[src/rtl/instruction_queue.sv]
// Instruction queue between fetch and issue: circular FIFO of fetched instructions plus prediction metadata.
// Define IQ_BYPASS_EN to let an empty queue forward the fetch inputs straight to the issue outputs.
module instruction_queue #(
   parameter int BITS = 4,
   parameter int SIZE = 16
) (
   input  logic        clk_in,
   input  logic        rst_in,
   input  logic        rdy_in,
   input  logic        clear_in,
   input  logic        if_valid,
   input  logic [31:0] if_inst,
   input  logic [31:0] if_pc,
   input  logic        if_pred_res,
   input  logic [31:0] if_pc_alt,
   output logic        iq_full,
   output logic        iq_empty,
   input  logic        issue_accept,
   output logic        issue_valid,
   output logic [31:0] issue_inst,
   output logic [31:0] issue_pc,
   output logic [31:0] issue_pc_B_fail,
   output logic        issue_pred_res,
   output logic [6:0]  issue_opcode,
   output logic [4:0]  issue_rd
);

   localparam logic [BITS:0] FULL_COUNT = (BITS+1)'(SIZE);

   logic [31:0]     inst_mem   [SIZE];
   logic [31:0]     pc_mem     [SIZE];
   logic [31:0]     pc_alt_mem [SIZE];
   logic            pred_mem   [SIZE];
   logic [BITS-1:0] head;
   logic [BITS-1:0] tail;
   logic [BITS:0]   count;
   logic            push;
   logic            pop;

   assign iq_full  = (count == FULL_COUNT);
   assign iq_empty = (count == '0);
   assign pop      = issue_accept && !iq_empty;

`ifdef IQ_BYPASS_EN
   logic bypass;
   assign bypass = iq_empty && if_valid && !clear_in;
   // A bypassed instruction that is accepted immediately never enters storage.
   assign push   = if_valid && !iq_full && !(bypass && issue_accept);

   always_comb begin
      issue_valid     = !iq_empty;
      issue_inst      = inst_mem[head];
      issue_pc        = pc_mem[head];
      issue_pc_B_fail = pc_alt_mem[head];
      issue_pred_res  = pred_mem[head];
      if (bypass) begin
         issue_valid     = 1'b1;
         issue_inst      = if_inst;
         issue_pc        = if_pc;
         issue_pc_B_fail = if_pc_alt;
         issue_pred_res  = if_pred_res;
      end
   end
`else
   assign push            = if_valid && !iq_full;
   assign issue_valid     = !iq_empty;
   assign issue_inst      = inst_mem[head];
   assign issue_pc        = pc_mem[head];
   assign issue_pc_B_fail = pc_alt_mem[head];
   assign issue_pred_res  = pred_mem[head];
`endif

   assign issue_opcode = issue_inst[6:0];
   assign issue_rd     = issue_inst[11:7];

   // NOTE: all state uses non-blocking assignments so every register samples pre-edge values.
   always_ff @(posedge clk_in) begin
      if (rst_in) begin
         head  <= '0;
         tail  <= '0;
         count <= '0;
         // NOTE: storage is reset on purpose: the head entry is visible on the outputs straight out of reset.
         for (int i = 0; i < SIZE; i++) begin
            inst_mem[i]   <= '0;
            pc_mem[i]     <= '0;
            pc_alt_mem[i] <= '0;
            pred_mem[i]   <= 1'b0;
         end
      end else if (rdy_in) begin
         if (clear_in) begin
            head  <= '0;
            tail  <= '0;
            count <= '0;
         end else begin
            if (push) begin
               inst_mem[tail]   <= if_inst;
               pc_mem[tail]     <= if_pc;
               pc_alt_mem[tail] <= if_pc_alt;
               pred_mem[tail]   <= if_pred_res;
               tail             <= tail + BITS'(1);
            end
            if (pop) begin
               head <= head + BITS'(1);
            end
            case ({push, pop})
               2'b10:   count <= count + (BITS+1)'(1);
               2'b01:   count <= count - (BITS+1)'(1);
               default: count <= count;
            endcase
         end
      end
   end

endmodule

[config.mk]
export PLATFORM = sky130hd
export DESIGN_NAME = instruction_queue
export DESIGN_NICKNAME = d
export VERILOG_FILES = /design/src/rtl/instruction_queue.sv
export SDC_FILE = /design/constraint.sdc
export NUM_CORES = 2
export LEC_CHECK = 0
export CORE_ASPECT_RATIO = 0.7
export CORE_MARGIN = 5
export CORE_UTILIZATION = 54
export CTS_CLUSTER_SIZE = 24
export DETAILED_ROUTE_END_ITERATION = 7
export PLACE_DENSITY_LB_ADDON = 0.05
export RECOVER_POWER = 50
export SETUP_SLACK_MARGIN = 0.1
export SYNTH_ARGS = -nofsm -noshare
export SYNTH_HDL_FRONTEND = slang
export SYNTH_SLANG_ARGS = --single-unit
[constraint.sdc]
create_clock -name clk_in -period 6.9 [get_ports clk_in]
set_clock_uncertainty 0.05 [all_clocks]
set_input_delay 1.38 -clock clk_in [delete_from_list [all_inputs] [get_ports clk_in]]
set_output_delay 1.38 -clock clk_in [all_outputs]
set_load 0.01 [all_outputs]
==> summary.txt <==
Crit Path Category: in2reg
Sequential Area: 0.0470 mm^2
VDD IR max: 0.000175 V
Critical Path AT: 6.28 ns
post-route insts no fill: 6062
register area share after synthesis: 66.8%
chip width: 441 um
leakage: 27.0 nW
mapped cell area: 0.0703 mm^2
simple logic cell fraction of the synthesized area: 14.6%
core area: 0.129 mm^2
largest area contributor in the netlist: edfxtp_1
Post-CTS Setup Repair Bufs: 0
detailed-route via count: 36700
# port buffers: 214
top-area cell type share of the netlist area: 66.3%
asr flop ratio synth: 0%
post-CTS sizing: 0
Netlist cell types: 51
multiplexer share of the synthesized area: 15.6%
Final GP Congestion: 0.768
worst hold path class: reg2reg
GR Util met3: 4.31%
headroom to the max-slew limit: -159%
total grt overflow: 0
max_cap viols: 26
Ports: 215
syn_area_per_cell: 17.0 um^2
vias in the first global route: 36700
synthesized instance count: 4128
final wirelength: 186000 um
Synth Area in Compound Gates: 0.358%
Fin. Hold Viols: 0
Starting Density: 54.5%
htree depth: 4
clk slew on worst S/H paths: 0.06 ns
layout cells sized above 1: 18.6%
met1 Use GR: 43.3%
CP Data Required Time: 7.13 ns
pins over their slew limit: 1128
GRT met2 Usage: 40.6%
CTS tree: done
placed cells: 5781
Tmin final: 6.05 ns
Tot GR Track Use: 27.3%
post-synthesis register bit count: 1569
commonest non-fill, non-tap cell in the layout: edfxtp_1
Mapped Nets: 4240
DP Wirelength: 101000 um
slack of the critical path: 0.845 ns
Std-Cell Rows: 110
endpoints failing setup: 0
number of synthesized flops with an enable pin: 1552
Setup TNS Final: 0 ns
Fmax achieved: 0.165 GHz
die area: 0.138 mm^2
GR peak layer: met1
status: complete, but fails checks
Worst-Margin Slew: 3.88 ns
drt first pass iters: 6
dpl cell area: 0.0741 mm^2
Worst Setup Start Kind: input port
CTS max path bufs: 3
die height: 312 um
Syn. warnings: 0
Initial DRC Count: 4507
initial antenna violation count: 18
CP endpoint kind: flip-flop
global-route wire length before repair: 271000 um
PD cells: 252 mW/mm^2
pre-CTS setup slack: 1.70 ns
largest net degree at the start of global routing: 98
largest family of logic cells by synthesized area: multiplexers
TritonCTS sink count: 1569
antenna-violating nets left: 0
CTS buffer count: 153
XOR/XNOR Fraction of Synth Area: 0.0249%
Layout area overhead: 11.6%
commonest non-fill, non-tap cells in the layout: edfxtp_1, and2_1, mux4_2
post-synthesis adder-cell area fraction: 0.171%
clock latency on the worst-skew pair: 0.76 ns
Synth Flop Type: edfxtp_1
fin crit share: 87.8%
Multi-input gate area: 0.0216 mm^2
clock root cell: clkbuf_16
failing checks: capacitance limit, slew limit
Wirelength per Cell: 30.6 um
final instance area: 0.0785 mm^2
fin nets: 4312
top cells by area in the synthesized netlist: edfxtp_1, mux4_2, and2_1
fillers: 9406
unrepaired setup endpoints after global routing: no
critical-path maximum fanout: 97
DRC violations left: 0
cts-stage hold buffer count: 0
Via density: 6.05
==> per-stage QoR <==
stage                     hold WS [ns]  total power [W]  utilization, %
after detailed placement         0.444           0.0120            57.4
after global routing             0.483           0.0204            60.8
final                            0.455           0.0198            60.8
after global placement           0.429           0.0120            57.4
after CTS                        0.453           0.0199            61.0
after floorplan                  0.412           0.0115               -
==> worst max-delay path, stage by stage <==
cell	delay, ns
dlygate4sd3_1	0.74
a21boi_0	0.66
nand3_1	0.43
nor2_4	0.19
or2_2	0.13
clkbuf_2	2.61
==> final timing paths <==
check | depth (start not counted) | to | slack [ns] | startpoint
hold / removal | 2 | flip-flop | 0.46 | head[3]$_SDFFE_PP0P_
setup reg to reg | 6 | pc_mem[15][9]$_SDFFCE_PN0P_ | 1.36 | count[0]$_SDFFE_PP0P_
hold reg to reg | 2 | flip-flop | 0.46 | head[3]$_SDFFE_PP0P_
setup / recovery | 6 | pc_mem[15][9]$_SDFFCE_PN0P_ | 0.85 | if_valid
==> state kept, by name, indices dropped and copies added, names as in the netlist, named ones only <==
name,flops
tail,4
head,4
pc_mem,512
pc_alt_mem,512
inst_mem,512
pred_mem,16
count,5
==> cell type report <==
type	instances	share of cell area [%]
antenna	6	0.0191
clock buffer	206	5.32
clock inverter	69	0.595
inverter	9	0.0431
multi-input combinational	2167	27.5
sequential	1569	59.9
tap	1736	2.77
timing repair buffer	300	3.89
==> report_power, final <==
group / switching (W) / internal, W
logic: 0.000593 / 0.000329
clock network: 0.00355 / 0.00443
registers: 0.0000879 / 0.0108
total: 0.00423 / 0.0155
==> layer usage <==
| metal | share of wire, % | vias to the layer above |
|---|---|---|
| met5 | 0 | - |
| met4 | 1.5 | 0 |
| met3 | 8.0 | 182 |
| met2 | 46 | 1593 |
| met1 | 45 | 19400 |
| li1 | - | 15500 |
==> Yosys cell counts (all sizes together), types with 2 or more instances <==
master,n
nor3,2
inv,9
nand2b,5
a41oi,2
buf,90
a22oi,2
dfxtp,17
nand3,6
nand3b,5
or3,3
a21oi,12
nor4,5
o21ai,11
or4,3
nor2,25
o31ai,2
or2,17
mux4,485
ha,8
mux2i,3
nand2,6
and2,1552
edfxtp,1552
clkbuf,292
==> kinds of logic after synthesis <==
family / count (synthesis)
AOI/OAI and AO/OA: 37
buffers and inverters: 392
muxes: 488
xor gates and xnor gates: 2
and+or+nand+nor: 1631
DFF: 1569
adders and majority gates: 9
Note: power is estimated with default switching activity, not from simulation.
